--- src/rtl/fetch_unit.sv ---
// Instruction fetch requester: owns the PC, reads imem combinationally and
// queues {pc, instruction} pairs in a small prefetch FIFO for decode.
module fetch_unit #(
    parameter logic [31:0] RESET_PC   = 32'h0100_0000,
    parameter int          FIFO_DEPTH = 4,
    parameter int          PTR_W      = 2
) (
    input  logic        clock,
    input  logic        reset,
    output logic [31:0] imem_address,
    output logic        imem_read_write,
    output logic [31:0] imem_data_in,
    input  logic [31:0] imem_data_out,
    input  logic        redirect_valid,
    input  logic [31:0] redirect_pc,
    input  logic        halt,
    output logic        inst_valid,
    input  logic        inst_ready,
    output logic [31:0] inst_pc,
    output logic [31:0] inst_data,
    output logic        fetch_misaligned,
    output logic [31:0] fetch_count
);

    localparam logic [PTR_W:0] DEPTH_C = (PTR_W+1)'(FIFO_DEPTH);

    typedef struct packed {
        logic [31:0] pc;
        logic [31:0] data;
    } fifo_entry_t;

    fifo_entry_t      storage [FIFO_DEPTH];
    logic [31:0]      pc;
    logic [PTR_W-1:0] rd_ptr;
    logic [PTR_W-1:0] wr_ptr;
    logic [PTR_W:0]   count;
    logic             pop;
    logic             fetch;
    logic             full;

    assign imem_address    = pc;
    assign imem_read_write = 1'b0;
    assign imem_data_in    = 32'h0;

    assign inst_valid = (count != '0);
    assign inst_pc    = storage[rd_ptr].pc;
    assign inst_data  = storage[rd_ptr].data;

    assign full  = (count == DEPTH_C);
    assign pop   = inst_valid & inst_ready;
    // A full FIFO still accepts a push when the head leaves in the same cycle.
    assign fetch = !reset & !redirect_valid & !halt & !fetch_misaligned & (!full | pop);

    always_ff @(posedge clock) begin
        if (reset) begin
            pc               <= RESET_PC;
            rd_ptr           <= '0;
            wr_ptr           <= '0;
            count            <= '0;
            fetch_misaligned <= 1'b0;
            fetch_count      <= 32'h0;
        end else if (redirect_valid) begin
            // Flush drops any concurrent pop; the target is word-aligned for fetch.
            pc               <= {redirect_pc[31:2], 2'b00};
            rd_ptr           <= '0;
            wr_ptr           <= '0;
            count            <= '0;
            fetch_misaligned <= (redirect_pc[1:0] != 2'b00);
        end else begin
            if (fetch) begin
                storage[wr_ptr] <= '{pc: pc, data: imem_data_out};
                wr_ptr          <= wr_ptr + 1'b1;
                pc              <= pc + 32'd4;
                fetch_count     <= fetch_count + 32'd1;
            end
            if (pop)
                rd_ptr <= rd_ptr + 1'b1;
            if (fetch && !pop)
                count <= count + 1'b1;
            else if (pop && !fetch)
                count <= count - 1'b1;
        end
    end

endmodule

--- config.mk ---
export PLATFORM = sky130hd
export DESIGN_NAME = fetch_unit
export DESIGN_NICKNAME = d
export VERILOG_FILES = /design/src/rtl/fetch_unit.sv
export SDC_FILE = /design/constraint.sdc
export NUM_CORES = 1
export LEC_CHECK = 0
export CAP_MARGIN = 5
export CELL_PAD_IN_SITES_DETAIL_PLACEMENT = 0
export CELL_PAD_IN_SITES_GLOBAL_PLACEMENT = 2
export CORE_UTILIZATION = 34
export CTS_CLUSTER_DIAMETER = 60
export DETAILED_ROUTE_END_ITERATION = 8
export HOLD_SLACK_MARGIN = 0.03
export PLACE_DENSITY_LB_ADDON = 0.1
export RECOVER_POWER = 50
export SLEW_MARGIN = 15
export SYNTH_ARGS = -nofsm -noshare
export SYNTH_HDL_FRONTEND = slang
export SYNTH_SLANG_ARGS = --single-unit
--- constraint.sdc ---
create_clock -name clock -period 2.55 [get_ports clock]
set_input_delay 0.255 -clock clock [delete_from_list [all_inputs] [get_ports clock]]
set_output_delay 0.255 -clock clock [all_outputs]
set_load 0.01 [all_outputs]
==> results_dict.tcl, run 1 <==
set metrics [dict create \
    status "finished clean" \
    clk_latency_ps 540 \
    antenna_found_initial 2 \
    finalInstanceArea_um2 17080 \
    rsz0062_at_grt "false" \
    drt.antenna.violating_nets 0 \
    syn_to_final_growth_pct 32.68 \
    p_comb_share_pct 6.7 \
    overflow 0 \
    p_leak_uw 0.005884 \
    track_usage_pct 16.65 \
    drt-pass1-iter-count 4 \
    portBuffers 194 \
    drc 0 \
    max_slew.worst_pin.slew_ps 1040 \
    clock_skew_ps 16.21 \
    die-area_um2 38640 \
    internal_power_uw 9178 \
    synth_top_area_share_pct 57.86 \
    gp_congestion 0.7583 \
    syn-cell-area_um2 12870 \
    synth.most_common_cell "edfxtp_1" \
    path_clk_slew_ps 50 \
    placed_area_um2 15750 \
    min_path_type "input port to flop" \
    fp.coreArea_um2 36960 \
    dp.cells 1530 \
    maxSlewHeadroom_pct 30.69 \
    crit_required_ps 2300 \
    synth_ff_type "edfxtp_1" \
    swShare_pct 21.98 \
    worstPathArrival_ps 2210 \
    ios 232 \
    fmax_mhz 405.7 \
    ys_seq_area_share_pct 69.06 \
    async_flop_share_pct 0 \
    vias 7802 \
    cellPowerDensity_nw_per_um2 688.8 \
    setup_viol 0 \
    cts_tree "built" \
    synth_edf_count 248 \
    stdcell_count 1625 \
    path_max_fanout 6 \
    drt-initial-drc-count 420 \
    viasPerCell 4.801 \
    cts-hold-fix-buffers 0 \
    die_w_um 196.6 \
    dp_hpwl_um 20730 \
    ff2ff_path_depth 4 \
    clock-root-buffer "clkbuf_16" \
    wl_per_cell_um 19.58 \
    finalHoldViolCount 0 \
    clockBufferDepth 3 \
    min_delay_path_depth 3 \
    drive_gt1_share_pct 17.78 \
    power.share.clock_pct 44.3 \
    total_power_uw 11760 \
    irDropWorstVdd_mv 0.3791 \
    endpoint_kind "primary output" \
    final_nets 1166 \
    period_share_pct 96.67 \
    power.switching_uw 2586 \
    die_height_um 196.6 \
    clkSinkCount 320 \
    grt_pass1_vias 7872 \
    min_period_ps 2465 \
    netlist_instances 810 \
    synth_top_area_cell "edfxtp_1" \
    cts_made_buffers 40 \
    syn_area_per_cell_um2 15.89 \
    tns_ps 0 \
    grt_max_degree 63 \
    h-tree-depth 2 \
    ys_types 57 \
    num_rows 70 \
    drv_cap 0 \
    startpoint_type "flop" \
    grt_first_pass_wirelength_um 48390 \
    synth-seq-cells 320 \
    ys_warn_count 0 \
    crit_type "flop to primary output" \
    synthTopCellsByArea "edfxtp_1 (58%), dfxtp_1 (11%), mux4_2 (11%)" \
    fill_cells 3309 \
    drv_slew 0 \
    seq_power_share_pct 49.0 \
    yosys-top-cells-count "edfxtp_1 (248), dfxtp_1 (72), mux4_2 (62)" \
    initial_utilization_pct 34.82 \
    routed_wl_um 31810 \
]
registers in the layout, summed over array words and instances (netlist names), named ones only:
name,count
count,3
fetch_count,32
fetch_misaligned,1
imem_address,30
rd_ptr,2
storage,248
wr_ptr,2
worst max-delay path, cell delays in order, from the launching register on:
cell and delay [ps]:
dfxtp_4 420, buf_4 210, mux4_2 510, clkdlybuf4s50_1 520
stage by stage:
stage,hold slack (ps),setup slack (ps),util (%)
global placement,485.1,140.0,42.60
finish,129.4,84.85,46.21
global route,145.6,0.3635,46.19
floorplan,353.9,11.03,-
detailed placement,491.2,84.82,42.60
CTS,109.5,2.867,45.91
timing repair:
| action | CTS | global route |
|---|---|---|
| resized for setup | 12 | 16 |
| setup endpoints to repair | 56 | 30 |
| buffers inserted | 3 | 18 |
routing by layer:
| metal | vias up | GRT usage, % | wire length (um) |
|---|---|---|---|
| met5 | - | 0 | 17 |
| met4 | 2 | 4.716 | 565 |
| met3 | 47 | 4.791 | 2084 |
| met2 | 205 | 27.20 | 15220 |
| met1 | 3879 | 21.54 | 13930 |
| li1 | 3669 | - | - |
path summary, 6_finish.rpt:
kind	startpoint	slack (ps)	end
worst max-delay path	flop	80	inst_pc[3]
worst min-delay path	redirect_valid	130	imem_address[3]
worst max register to register	fetch_misaligned	200	storage[2][53]
worst min register to register	wr_ptr[1]	500	wr_ptr[1]
placed cells by master, fill, tap and decap left out, drive strengths merged, types with 16 or more instances in the layout:
master / Yosys / layout
and3: 16 / 16
nor2: 48 / 48
edfxtp: 248 / 248
a21oi: 37 / 37
dfxtp: 72 / 72
nand4: 25 / 25
xor2: 20 / 20
dlymetal6s2s: 0 / 16
clkbuf: 22 / 64
nand3: 18 / 18
conb: 1 / 37
clkdlybuf4s50: 0 / 92
mux4: 62 / 62
o21ai: 21 / 21
buf: 51 / 69
inv: 14 / 19
nand2: 30 / 30
dlygate4sd3: 0 / 72
power groups by stage:
stage	combinational (uW)	sequential [uW]	clock (uW)
2_1_floorplan	381	5870	0
3_3_place_gp	814	5870	0
3_5_place_dp	817	5870	0
4_1_cts	820	5760	5380
5_1_grt	854	5770	5580
6_report	788	5760	5220
cell families after synthesis:
group	share of synthesized area, %
buf+inv	3.752
flops	69.06
other cells	0.02914
xor+xnor	2.109
mux	11.35
fa+ha+maj	0.8360
simple gates	8.652
compound gates	4.209
cell type report:
| class | instances | area, um^2 | area share, % |
|---|---|---|---|
| diodes | 2 | 5.005 | 0.02931 |
| clock buffers | 51 | 1064 | 6.228 |
| well taps | 504 | 630.6 | 3.693 |
| inverters | 14 | 52.55 | 0.3077 |
| flip-flops and latches | 320 | 8896 | 52.09 |
| repair buffers | 274 | 2646 | 15.50 |
| multi-input cells | 439 | 3632 | 21.27 |
| clock inverters | 21 | 151.4 | 0.8865 |
Note: power is estimated with default switching activity, not from simulation.
==> run 2, diff against run 1 <==
Settings changed: TNS_END_PERCENT from default to 30.
==> results_dict.tcl, run 2 (synthesis gave the netlist of run 1 again) <==
set metrics [dict create \
    portBuffers 194 \
    h-tree-depth 2 \
    overflow 0 \
    gp_congestion 0.7797 \
    clk_latency_ps 530 \
    cts_tree "built" \
    dp_hpwl_um 20840 \
    fmax_mhz 402.7 \
    cts_made_buffers 38 \
    drt-pass1-iter-count 4 \
    maxSlewHeadroom_pct 33.58 \
    fill_cells 3366 \
    crit_type "flop to primary output" \
    total_power_uw 11940 \
    layout_commonest_cell "edfxtp_1" \
    antenna_found_initial 3 \
    drv_slew 0 \
    min_path_type "input port to flop" \
    placed_area_um2 15790 \
    grt_max_degree 63 \
    setup_viol 0 \
    track_usage_pct 16.74 \
    min_period_ps 2484 \
    routed_wl_um 31940 \
    fp.coreArea_um2 36960 \
    viasPerCell 4.834 \
    clkSinkCount 320 \
    holdWs_ps 304.9 \
    internal_power_uw 9350 \
    num_rows 70 \
    worstPathArrival_ps 2230 \
    drive_gt1_share_pct 17.31 \
    path_max_fanout 9 \
    rsz0062_at_grt "true" \
    p_leak_uw 0.005694 \
    initial_utilization_pct 34.82 \
    finalInstanceArea_um2 16960 \
    top_register "storage" \
    drt.antenna.violating_nets 0 \
    clock-root-buffer "clkbuf_16" \
    clock_skew_ps 16.24 \
    crit_required_ps 2300 \
    grt_pass1_vias 8007 \
    largest_reg_flops 248 \
    p_comb_share_pct 6.4 \
    grt_first_pass_wirelength_um 48890 \
    die_w_um 196.6 \
    ios 232 \
    cellPowerDensity_nw_per_um2 704.2 \
    tns_ps 0 \
    endpoint_kind "primary output" \
    drv_cap 0 \
    period_share_pct 97.39 \
    seq_power_share_pct 48.2 \
    finalHoldViolCount 0 \
    layout_common_cells "edfxtp_1 (248), clkdlybuf4s50_1 (94), dfxtp_1 (70)" \
    irDropWorstVdd_mv 0.4944 \
    swShare_pct 21.70 \
    drt-initial-drc-count 341 \
    drc 0 \
    wl_per_cell_um 19.80 \
    die_height_um 196.6 \
    vias 7797 \
    max_slew.worst_pin.slew_ps 996.4 \
    status "finished clean" \
    syn_to_final_growth_pct 31.74 \
    power.share.clock_pct 45.4 \
    diodes 0 \
    final_nets 1157 \
    die-area_um2 38640 \
    path_clk_slew_ps 60 \
    clockBufferDepth 3 \
    startpoint_type "flop" \
    power.switching_uw 2591 \
]
==> run 2: changes by cell type in the layout (fill, tap and decap cells not counted), sizes merged, moves of 7 or more <==
cell	change
clkbuf	+12
clkinv	-7
dlygate4sd3	-13
buf	-18
dlygate4sd2	+28
dlymetal6s2s	-16
==> run 2: power by group through the flow <==
stage	clock [uW]	combinational [uW]	sequential, uW
after detailed placement	0	817	5870
final	5420	765	5750
after global routing	5770	831	5760
after floorplan	0	381	5870
after global placement	0	816	5870
after CTS	5570	799	5760
==> run 2: path summary, 6_finish.rpt <==
check,from,endpoint,slack (ps),depth (start not counted)
setup / recovery,flop,inst_data[23],70,3
hold reg to reg,wr_ptr[1],wr_ptr[1],500,2
setup reg to reg,count[0],imem_address[26],150,7
hold / removal,redirect_pc[22],imem_address[22],300,3
==> run 2: repair_timing <==
action	4_1_cts	5_1_grt
setup buffers	1	3
setup endpoints to repair	56	13
gates cloned	0	1
resized for setup	41	0
hold buffers	1	0
hold endpoints to repair	1	0
==> run 2: worst max-delay path, cell delays in order, from the launching register on <==
cell and delay [ps]:
dfxtp_4 440, buf_6 210, mux4_2 510, clkdlybuf4s50_1 530
==> run 2: layout make-up <==
cell class / instances / area (um^2) / share of cell area (%)
clock buffers: 53 / 1069 / 6.302
clock inverters: 16 / 202.7 / 1.195
inverters: 14 / 52.55 / 0.3099
well taps: 504 / 630.6 / 3.719
repair buffers: 267 / 2471 / 14.57
multi-input cells: 439 / 3635 / 21.44
flip-flops and latches: 320 / 8896 / 52.46
==> run 2: per-layer routing <==
metal  global-route usage, %  vias to the layer above  wire length [um]  share of wire (%)
met2                   27.45                      213             15310                 48
met5                       0                        -                44               0.14
met3                   4.346                       47              2052                6.4
li1                        -                     3660                 -                  -
met1                   21.95                     3871             13940                 44
met4                   4.572                        6               589                1.8
==> run 2: stage by stage <==
step	worst slack, ps	util (%)	cells
floorplan	-200.3	-	846
global placement	81.14	42.73	1538
detailed placement	52.12	42.73	1538
CTS	-15.35	46.09	1609
global route	-20.97	45.88	1613
finish	66.46	45.88	1613
